`config.mk`:
```
export PLATFORM = sky130hd
export DESIGN_NAME = priority_encoder_8to3_hs_flat
export DESIGN_NICKNAME = d
export VERILOG_FILES = /design/src/rtl/priority_encoder_8to3_hs_if.sv /design/src/rtl/priority_encoder_8to3_hs.sv /design/src/flat_wrapper.sv
export SDC_FILE = /design/constraint.sdc
export NUM_CORES = 1
export LEC_CHECK = 0
export ABC_CLOCK_PERIOD_IN_PS = 3330
export BUFFER_PORTS_ARGS = -buffer_cell sky130_fd_sc_hd__buf_2
export CORE_UTILIZATION = 45
export DETAILED_ROUTE_END_ITERATION = 10
export PLACE_DENSITY = 0.64
export SETUP_SLACK_MARGIN = 0.4
export SLEW_MARGIN = 20
export SYNTH_ARGS = -nofsm -noshare
export SYNTH_HDL_FRONTEND = slang
export SYNTH_SLANG_ARGS = --single-unit
```
`constraint.sdc`:
```
create_clock -name clk -period 3.33 [get_ports clk]
set_input_delay 0.4995 -clock clk [delete_from_list [all_inputs] [get_ports clk]]
set_output_delay 0.4995 -clock clk [all_outputs]
set_load 0.005 [all_outputs]
```
`src/rtl/priority_encoder_8to3_hs_if.sv`:
```
// Consumer-side bundle of the 8-to-3 priority encoder: request capture, handshake and status.
// The master modport is the block that raises requests and consumes indices; the slave is the encoder.
interface priority_encoder_8to3_hs_if;
    logic       en;
    logic [7:0] req_n;
    logic       ack;
    logic       clr_ovf;
    logic       A;
    logic       B;
    logic       C;
    logic       valid;
    logic [7:0] pending;
    logic       pend_n;
    logic       ovf;

    modport master (
        output en, req_n, ack, clr_ovf,
        input  A, B, C, valid, pending, pend_n, ovf
    );

    modport slave (
        input  en, req_n, ack, clr_ovf,
        output A, B, C, valid, pending, pend_n, ovf
    );
endinterface

```
`src/rtl/priority_encoder_8to3_hs.sv`:
```
// Captures active-low request edges into a pending set and grants one index at a time
// over a valid/ack handshake, with fixed-priority or round-robin selection.
module priority_encoder_8to3_hs #(
    parameter int SYNC_STAGES = 2,
    parameter bit RR_MODE     = 1'b0
) (
    input logic                          clk,
    input logic                          rst_n,
    priority_encoder_8to3_hs_if.slave    bus
);

    typedef enum logic {IDLE, GRANT} state_t;

    state_t     state;
    logic [7:0] sync_q [SYNC_STAGES];
    logic [7:0] req_s;
    logic [7:0] prev;
    logic [7:0] edges;
    logic [7:0] set_mask;
    logic [7:0] clr_mask;
    logic [7:0] pending;
    logic [2:0] idx;
    logic [2:0] last_idx;
    logic [2:0] sel;
    logic [2:0] cand;
    logic       found;
    logic       valid;
    logic       ovf;

    assign req_s    = sync_q[SYNC_STAGES-1];
    assign edges    = req_s & ~prev;
    assign set_mask = bus.en ? edges : 8'h00;
    assign clr_mask = (state == GRANT && bus.ack) ? (8'h01 << idx) : 8'h00;

    // NOTE: every variable gets a default before the loops so no path leaves it unassigned (no latch).
    always_comb begin
        sel   = 3'd0;
        cand  = 3'd0;
        found = 1'b0;
        if (RR_MODE) begin
            for (int k = 1; k <= 8; k++) begin
                cand = last_idx + 3'(k);
                if (!found && pending[cand]) begin
                    sel   = cand;
                    found = 1'b1;
                end
            end
        end else begin
            for (int i = 0; i < 8; i++) begin
                if (pending[i]) sel = 3'(i);
            end
        end
    end

    // NOTE: state is updated only with non-blocking assignments so all flops sample pre-edge values.
    always_ff @(posedge clk or negedge rst_n) begin
        if (!rst_n) begin
            // NOTE: the synchronizer array is reset so every line reads as deasserted after reset.
            for (int s = 0; s < SYNC_STAGES; s++) sync_q[s] <= 8'h00;
            prev     <= 8'h00;
            pending  <= 8'h00;
            ovf      <= 1'b0;
            state    <= IDLE;
            valid    <= 1'b0;
            idx      <= 3'd0;
            last_idx <= 3'd7;
        end else begin
            sync_q[0] <= ~bus.req_n;
            for (int s = 1; s < SYNC_STAGES; s++) sync_q[s] <= sync_q[s-1];
            prev    <= req_s;
            // A set landing on the bit being acked re-arms it rather than counting as a loss.
            pending <= (pending & ~clr_mask) | set_mask;
            if (|(set_mask & pending & ~clr_mask)) ovf <= 1'b1;
            else if (bus.clr_ovf)                  ovf <= 1'b0;

            case (state)
                IDLE: begin
                    if (bus.en && |pending) begin
                        idx   <= sel;
                        valid <= 1'b1;
                        state <= GRANT;
                    end
                end
                GRANT: begin
                    if (bus.ack) begin
                        valid    <= 1'b0;
                        last_idx <= idx;
                        state    <= IDLE;
                    end
                end
                default: state <= IDLE;
            endcase
        end
    end

    assign bus.A       = idx[2];
    assign bus.B       = idx[1];
    assign bus.C       = idx[0];
    assign bus.valid   = valid;
    assign bus.pending = pending;
    assign bus.pend_n  = ~|pending;
    assign bus.ovf     = ovf;

endmodule

```
`src/flat_wrapper.sv`:
```
// flat-port wrapper written by rule: the top's interface ports become plain ports
module priority_encoder_8to3_hs_flat 
#(
    parameter int SYNC_STAGES = 2,
    parameter bit RR_MODE     = 1'b0
)
  (clk, rst_n, bus_en, bus_req_n, bus_ack, bus_clr_ovf, bus_A, bus_B, bus_C, bus_valid, bus_pending, bus_pend_n, bus_ovf);
  priority_encoder_8to3_hs_if bus_i ();
  input logic clk;
  input logic rst_n;
  input wire logic [$bits(bus_i.en)-1:0] bus_en;
  input wire logic [$bits(bus_i.req_n)-1:0] bus_req_n;
  input wire logic [$bits(bus_i.ack)-1:0] bus_ack;
  input wire logic [$bits(bus_i.clr_ovf)-1:0] bus_clr_ovf;
  output wire logic [$bits(bus_i.A)-1:0] bus_A;
  output wire logic [$bits(bus_i.B)-1:0] bus_B;
  output wire logic [$bits(bus_i.C)-1:0] bus_C;
  output wire logic [$bits(bus_i.valid)-1:0] bus_valid;
  output wire logic [$bits(bus_i.pending)-1:0] bus_pending;
  output wire logic [$bits(bus_i.pend_n)-1:0] bus_pend_n;
  output wire logic [$bits(bus_i.ovf)-1:0] bus_ovf;
  assign bus_i.en = bus_en;
  assign bus_i.req_n = bus_req_n;
  assign bus_i.ack = bus_ack;
  assign bus_i.clr_ovf = bus_clr_ovf;
  assign bus_A = bus_i.A;
  assign bus_B = bus_i.B;
  assign bus_C = bus_i.C;
  assign bus_valid = bus_i.valid;
  assign bus_pending = bus_i.pending;
  assign bus_pend_n = bus_i.pend_n;
  assign bus_ovf = bus_i.ovf;
  priority_encoder_8to3_hs #(.SYNC_STAGES(SYNC_STAGES), .RR_MODE(RR_MODE)) u_core (.clk(clk), .rst_n(rst_n), .bus(bus_i));
endmodule
```
==> report_table.html <==
<table>
<tr><th>Metric</th><th>Value</th></tr>
<tr><th colspan="2">Clock tree</th></tr>
<tr><td>Clock tree from TritonCTS</td><td>done</td></tr>
<tr><td>Clock Pin Slew Worst Setup and Hold Paths</td><td>about 100 ps</td></tr>
<tr><td>Number of H-tree levels</td><td>2</td></tr>
<tr><td>Clock network latency to the later pin of the worst-skew pair</td><td>~330 ps</td></tr>
<tr><td>Hold buffer count at cts</td><td>0</td></tr>
<tr><td>Clock root buffer</td><td>sky130_fd_sc_hd__clkbuf_4</td></tr>
<tr><td>Post-CTS Repair Setup Buffers</td><td>0</td></tr>
<tr><td>Number of buffers between clock root and the deepest sink</td><td>2</td></tr>
<tr><td>Clock buffer count from CTS</td><td>5</td></tr>
<tr><td>Clock tree sinks</td><td>38</td></tr>
<tr><td>CTS resizes</td><td>0</td></tr>
<tr><th colspan="2">Pwr</th></tr>
<tr><td>Leak pwr</td><td>0.726 nW</td></tr>
<tr><td>Power density over cell area</td><td>~600 nW/um^2</td></tr>
<tr><td>Total chip power</td><td>between 0.0009 and 0.001 W</td></tr>
<tr><td>Max VDD drop</td><td>488 uV</td></tr>
<tr><th colspan="2">Drt</th></tr>
<tr><td>Average via count per standard cell</td><td>about 5.3</td></tr>
<tr><td>Total routed wirelength</td><td>2240 um</td></tr>
<tr><td>TritonRoute pass-1 iters</td><td>4</td></tr>
<tr><td>Routed vias</td><td>906</td></tr>
<tr><td>Post-route DRC</td><td>0</td></tr>
<tr><td>WL/cell</td><td>about 13 um</td></tr>
<tr><td>Post-route ant nets</td><td>0</td></tr>
<tr><td>Count of routing violations after the opening detailed-route iteration</td><td>44</td></tr>
<tr><th colspan="2">Worst hold path</th></tr>
<tr><td>Worst min path class</td><td>in2async</td></tr>
<tr><th colspan="2">Logic synthesis</th></tr>
<tr><td>Yosys warns</td><td>0</td></tr>
<tr><td>Count of state elements after synthesis</td><td>38</td></tr>
<tr><td>Count of mapped cells out of synthesis</td><td>approximately 110</td></tr>
<tr><td>Post-synthesis instance area</td><td>approximately 1300 um^2</td></tr>
<tr><td>Synth unique cells</td><td>23</td></tr>
<tr><td>Sequential fraction of the synthesis area</td><td>0.711</td></tr>
<tr><td>Synthesized area divided by synthesized cell count</td><td>about 13 um^2</td></tr>
<tr><td>Total nets after synthesis</td><td>119</td></tr>
<tr><th colspan="2">Global routing</th></tr>
<tr><td>Overall fraction of global-route tracks in use</td><td>0.167</td></tr>
<tr><td>Via count of the first global-routing pass</td><td>about 890</td></tr>
<tr><td>Remaining Overflow, GRT</td><td>0</td></tr>
<tr><td>Maximum number of pins on one net before global-route repair</td><td>39</td></tr>
<tr><td>Antenna violations before repair</td><td>0</td></tr>
<tr><td>Global-route wire length before repair</td><td>between 3000 and 4000 um</td></tr>
<tr><th colspan="2">Floorplanning</th></tr>
<tr><td>Number of I/O pins</td><td>27</td></tr>
<tr><td>Core Rows</td><td>19</td></tr>
<tr><td>Chip Height</td><td>between 50 and 60 um</td></tr>
<tr><td>Core area</td><td>2780 um^2</td></tr>
<tr><td>Die outline area</td><td>3190 um^2</td></tr>
<tr><td>Horizontal die dimension</td><td>around 57 um</td></tr>
<tr><td>Initial core utilization</td><td>0.481</td></tr>
<tr><th colspan="2">Worst setup path</th></tr>
<tr><td>Crit path arrival time</td><td>1600 ps</td></tr>
<tr><td>Worst reg-to-reg setup slack</td><td>about 1800 ps</td></tr>
<tr><td>Data required time at the worst endpoint</td><td>~2800 ps</td></tr>
<tr><td>Setup Crit Path Kind</td><td>reg2out</td></tr>
<tr><td>Crit end category</td><td>output port</td></tr>
<tr><td>Kind of start point of the critical path</td><td>flop</td></tr>
<tr><td>Slowest stage delay, CP</td><td>490 ps</td></tr>
<tr><td>Sequence of cells on the critical path</td><td>nor4_1 &gt; and2_4 &gt; buf_2</td></tr>
<tr><td>Crit path max fanout</td><td>5</td></tr>
<tr><td>Cell at the slowest stage of the critical path</td><td>sky130_fd_sc_hd__nor4_1</td></tr>
<tr><th colspan="2">Layout</th></tr>
<tr><td>Relative area change from synthesis to final layout</td><td>16.0%</td></tr>
<tr><td>Final Util</td><td>0.558</td></tr>
<tr><td>Final #Nets</td><td>152</td></tr>
<tr><td>Filler Cells Inserted</td><td>252</td></tr>
<tr><td>Ant diodes</td><td>0</td></tr>
<tr><td>Non-Filler Cell Area, Final</td><td>about 1600 um^2</td></tr>
<tr><td>Fraction of layout cells with a size suffix above 1</td><td>0.273</td></tr>
<tr><th colspan="2">Timing</th></tr>
<tr><td>RSZ-0062 raised after global routing</td><td>false</td></tr>
<tr><td>Highest attainable clock frequency</td><td>approximately 480 MHz</td></tr>
<tr><td>Transition at the pin with the smallest max-transition slack</td><td>~800 ps</td></tr>
<tr><td>Final period utilization</td><td>0.629</td></tr>
<tr><td>Clock period minus final worst setup slack</td><td>2090 ps</td></tr>
<tr><td>Max-slew violation total from the final report</td><td>0</td></tr>
<tr><td>Worst-case setup margin in the final layout</td><td>1240 ps</td></tr>
<tr><td>Total negative setup slack</td><td>0 ps</td></tr>
<tr><td>Final count of hold timing violations</td><td>0</td></tr>
<tr><td>Post-Route Skew</td><td>about 8.6 ps</td></tr>
<tr><td>Setup violations, final</td><td>0</td></tr>
<tr><td>Max-slew headroom</td><td>0.469</td></tr>
<tr><th colspan="2">Flow run</th></tr>
<tr><td>Count of maximum capacitance violations</td><td>0</td></tr>
<tr><th colspan="2">Placed design</th></tr>
<tr><td>Post-DP HPWL</td><td>roughly 1600 um</td></tr>
<tr><td># port buffers</td><td>26</td></tr>
<tr><td>Gpl congestion</td><td>about 0.93</td></tr>
<tr><td>DP Worst Slack</td><td>between 1500 and 2000 ps</td></tr>
<tr><td>Post-Place Cell Area</td><td>1510 um^2</td></tr>
<tr><th colspan="2">Outcome</th></tr>
<tr><td>Result of the run</td><td>completed</td></tr>
</table>
## layout by cell type (no fill, tap or decap), types with 2 or more instances in the layout
cell,count
sky130_fd_sc_hd__a21oi_1,5
sky130_fd_sc_hd__clkbuf_1,2
sky130_fd_sc_hd__nor4_1,2
sky130_fd_sc_hd__a21o_1,2
sky130_fd_sc_hd__inv_1,15
sky130_fd_sc_hd__nand3b_1,2
sky130_fd_sc_hd__o31ai_2,2
sky130_fd_sc_hd__nand2b_1,5
sky130_fd_sc_hd__nor2_1,5
sky130_fd_sc_hd__o31ai_1,3
sky130_fd_sc_hd__o32ai_1,3
sky130_fd_sc_hd__buf_2,26
sky130_fd_sc_hd__o21ai_1,6
sky130_fd_sc_hd__clkbuf_4,5
sky130_fd_sc_hd__o21ai_0,5
sky130_fd_sc_hd__dfrtp_1,38
sky130_fd_sc_hd__nand2_1,4
## power breakdown
group	total [W]	internal, W	switching, W
Sequential	0.000573	0.000511	0.0000613
Combinational	0.000147	0.0000698	0.0000775
Clock	0.000207	0.0000796	0.000128
Total	0.000927	0.000661	0.000266
## logic make-up (layout without fill, tap and decap cells)
kind of cell / count (synthesis) / in the layout / synth area share
buffers and inverters: 16 / 49 / 0.0449
and+or+nand+nor: 23 / 23 / 0.103
AOI/OAI and AO/OA: 29 / 29 / 0.141
DFF: 38 / 38 / 0.711
## worst paths after layout
check                                     to                   from  depth (start not counted)
min                         u_core.bus.valid                  rst_n                          1
max in group asynchronous   u_core.sync_q[8]                  rst_n                          1
min reg2reg                  u_core.req_s[7]      u_core.sync_q[15]                          0
max reg2reg                    u_core.idx[2]  u_core.bus.pending[6]                          5
min in group clk           u_core.sync_q[13]           bus_req_n[5]                          2
max                               bus_pend_n  u_core.bus.pending[6]                          3
## sequential cells by signal, summed over array words and instances, names as in the netlist
register / cells
u_core.idx: 3
u_core.sync_q: 8
u_core.state: 1
u_core.bus.ovf: 1
u_core.bus.pending: 8
u_core.bus.valid: 1
u_core.prev: 8
u_core.req_s: 8
## metal layers
| metal | vias to the layer above | global-route usage | share of wire | wire (um) |
|---|---|---|---|---|
| met2 | 39 | 0.257 | 0.50 | 1130 |
| li1 | 424 | - | - | - |
| met1 | 439 | 0.187 | 0.41 | 920 |
| met4 | 0 | 0.0906 | 0.015 | 33 |
| met5 | - | 0 | 0 | 0 |
| met3 | 4 | 0.0876 | 0.072 | 162 |
## cell usage after synthesis
master | count | area share
sky130_fd_sc_hd__o31ai_2 | 2 | 0.019
sky130_fd_sc_hd__nand3b_2 | 1 | 0.0084
sky130_fd_sc_hd__o22ai_1 | 1 | 0.0047
sky130_fd_sc_hd__nand3_2 | 1 | 0.0075
sky130_fd_sc_hd__dfrtp_1 | 38 | 0.71
sky130_fd_sc_hd__a31oi_1 | 1 | 0.0047
sky130_fd_sc_hd__o21ai_1 | 6 | 0.022
sky130_fd_sc_hd__inv_1 | 15 | 0.042
sky130_fd_sc_hd__nor3_2 | 1 | 0.0075
sky130_fd_sc_hd__and2_4 | 1 | 0.0065
sky130_fd_sc_hd__nor3_1 | 1 | 0.0037
sky130_fd_sc_hd__nand3b_1 | 2 | 0.011
sky130_fd_sc_hd__o21ai_0 | 5 | 0.019
sky130_fd_sc_hd__a21oi_1 | 5 | 0.019
sky130_fd_sc_hd__nor4_1 | 2 | 0.0094
sky130_fd_sc_hd__nand2_1 | 4 | 0.011
sky130_fd_sc_hd__o32ai_1 | 3 | 0.020
sky130_fd_sc_hd__nand2b_1 | 5 | 0.023
sky130_fd_sc_hd__o21bai_1 | 1 | 0.0056
sky130_fd_sc_hd__a21o_1 | 2 | 0.011
sky130_fd_sc_hd__nor2_1 | 5 | 0.014
sky130_fd_sc_hd__o31ai_1 | 3 | 0.017
sky130_fd_sc_hd__inv_2 | 1 | 0.0028
## stage by stage
stage | std cells | hold WS, ps
after detailed placement | 163 | 336
final | 170 | 247
after CTS | 170 | 263
after floorplan | 106 | 204
after global placement | 163 | 331
after global routing | 170 | 267
## area by class of cell
cell class | instances | area [um^2] | share of cell area
clock buffer | 7 | 45.0 | 0.0290
inverter | 16 | 60.1 | 0.0387
multi-input combinational | 52 | 327 | 0.210
sequential | 38 | 951 | 0.613
tap | 31 | 38.8 | 0.0250
timing repair buffer | 26 | 130 | 0.0839
## critical path: cells and delay by family (launching register included)
kind	cells	cell delay [ps]
AND/OR/NAND/NOR	2	740
flip-flops	1	430
buffers and inverters	1	100
(Power assumes the default switching activity.)
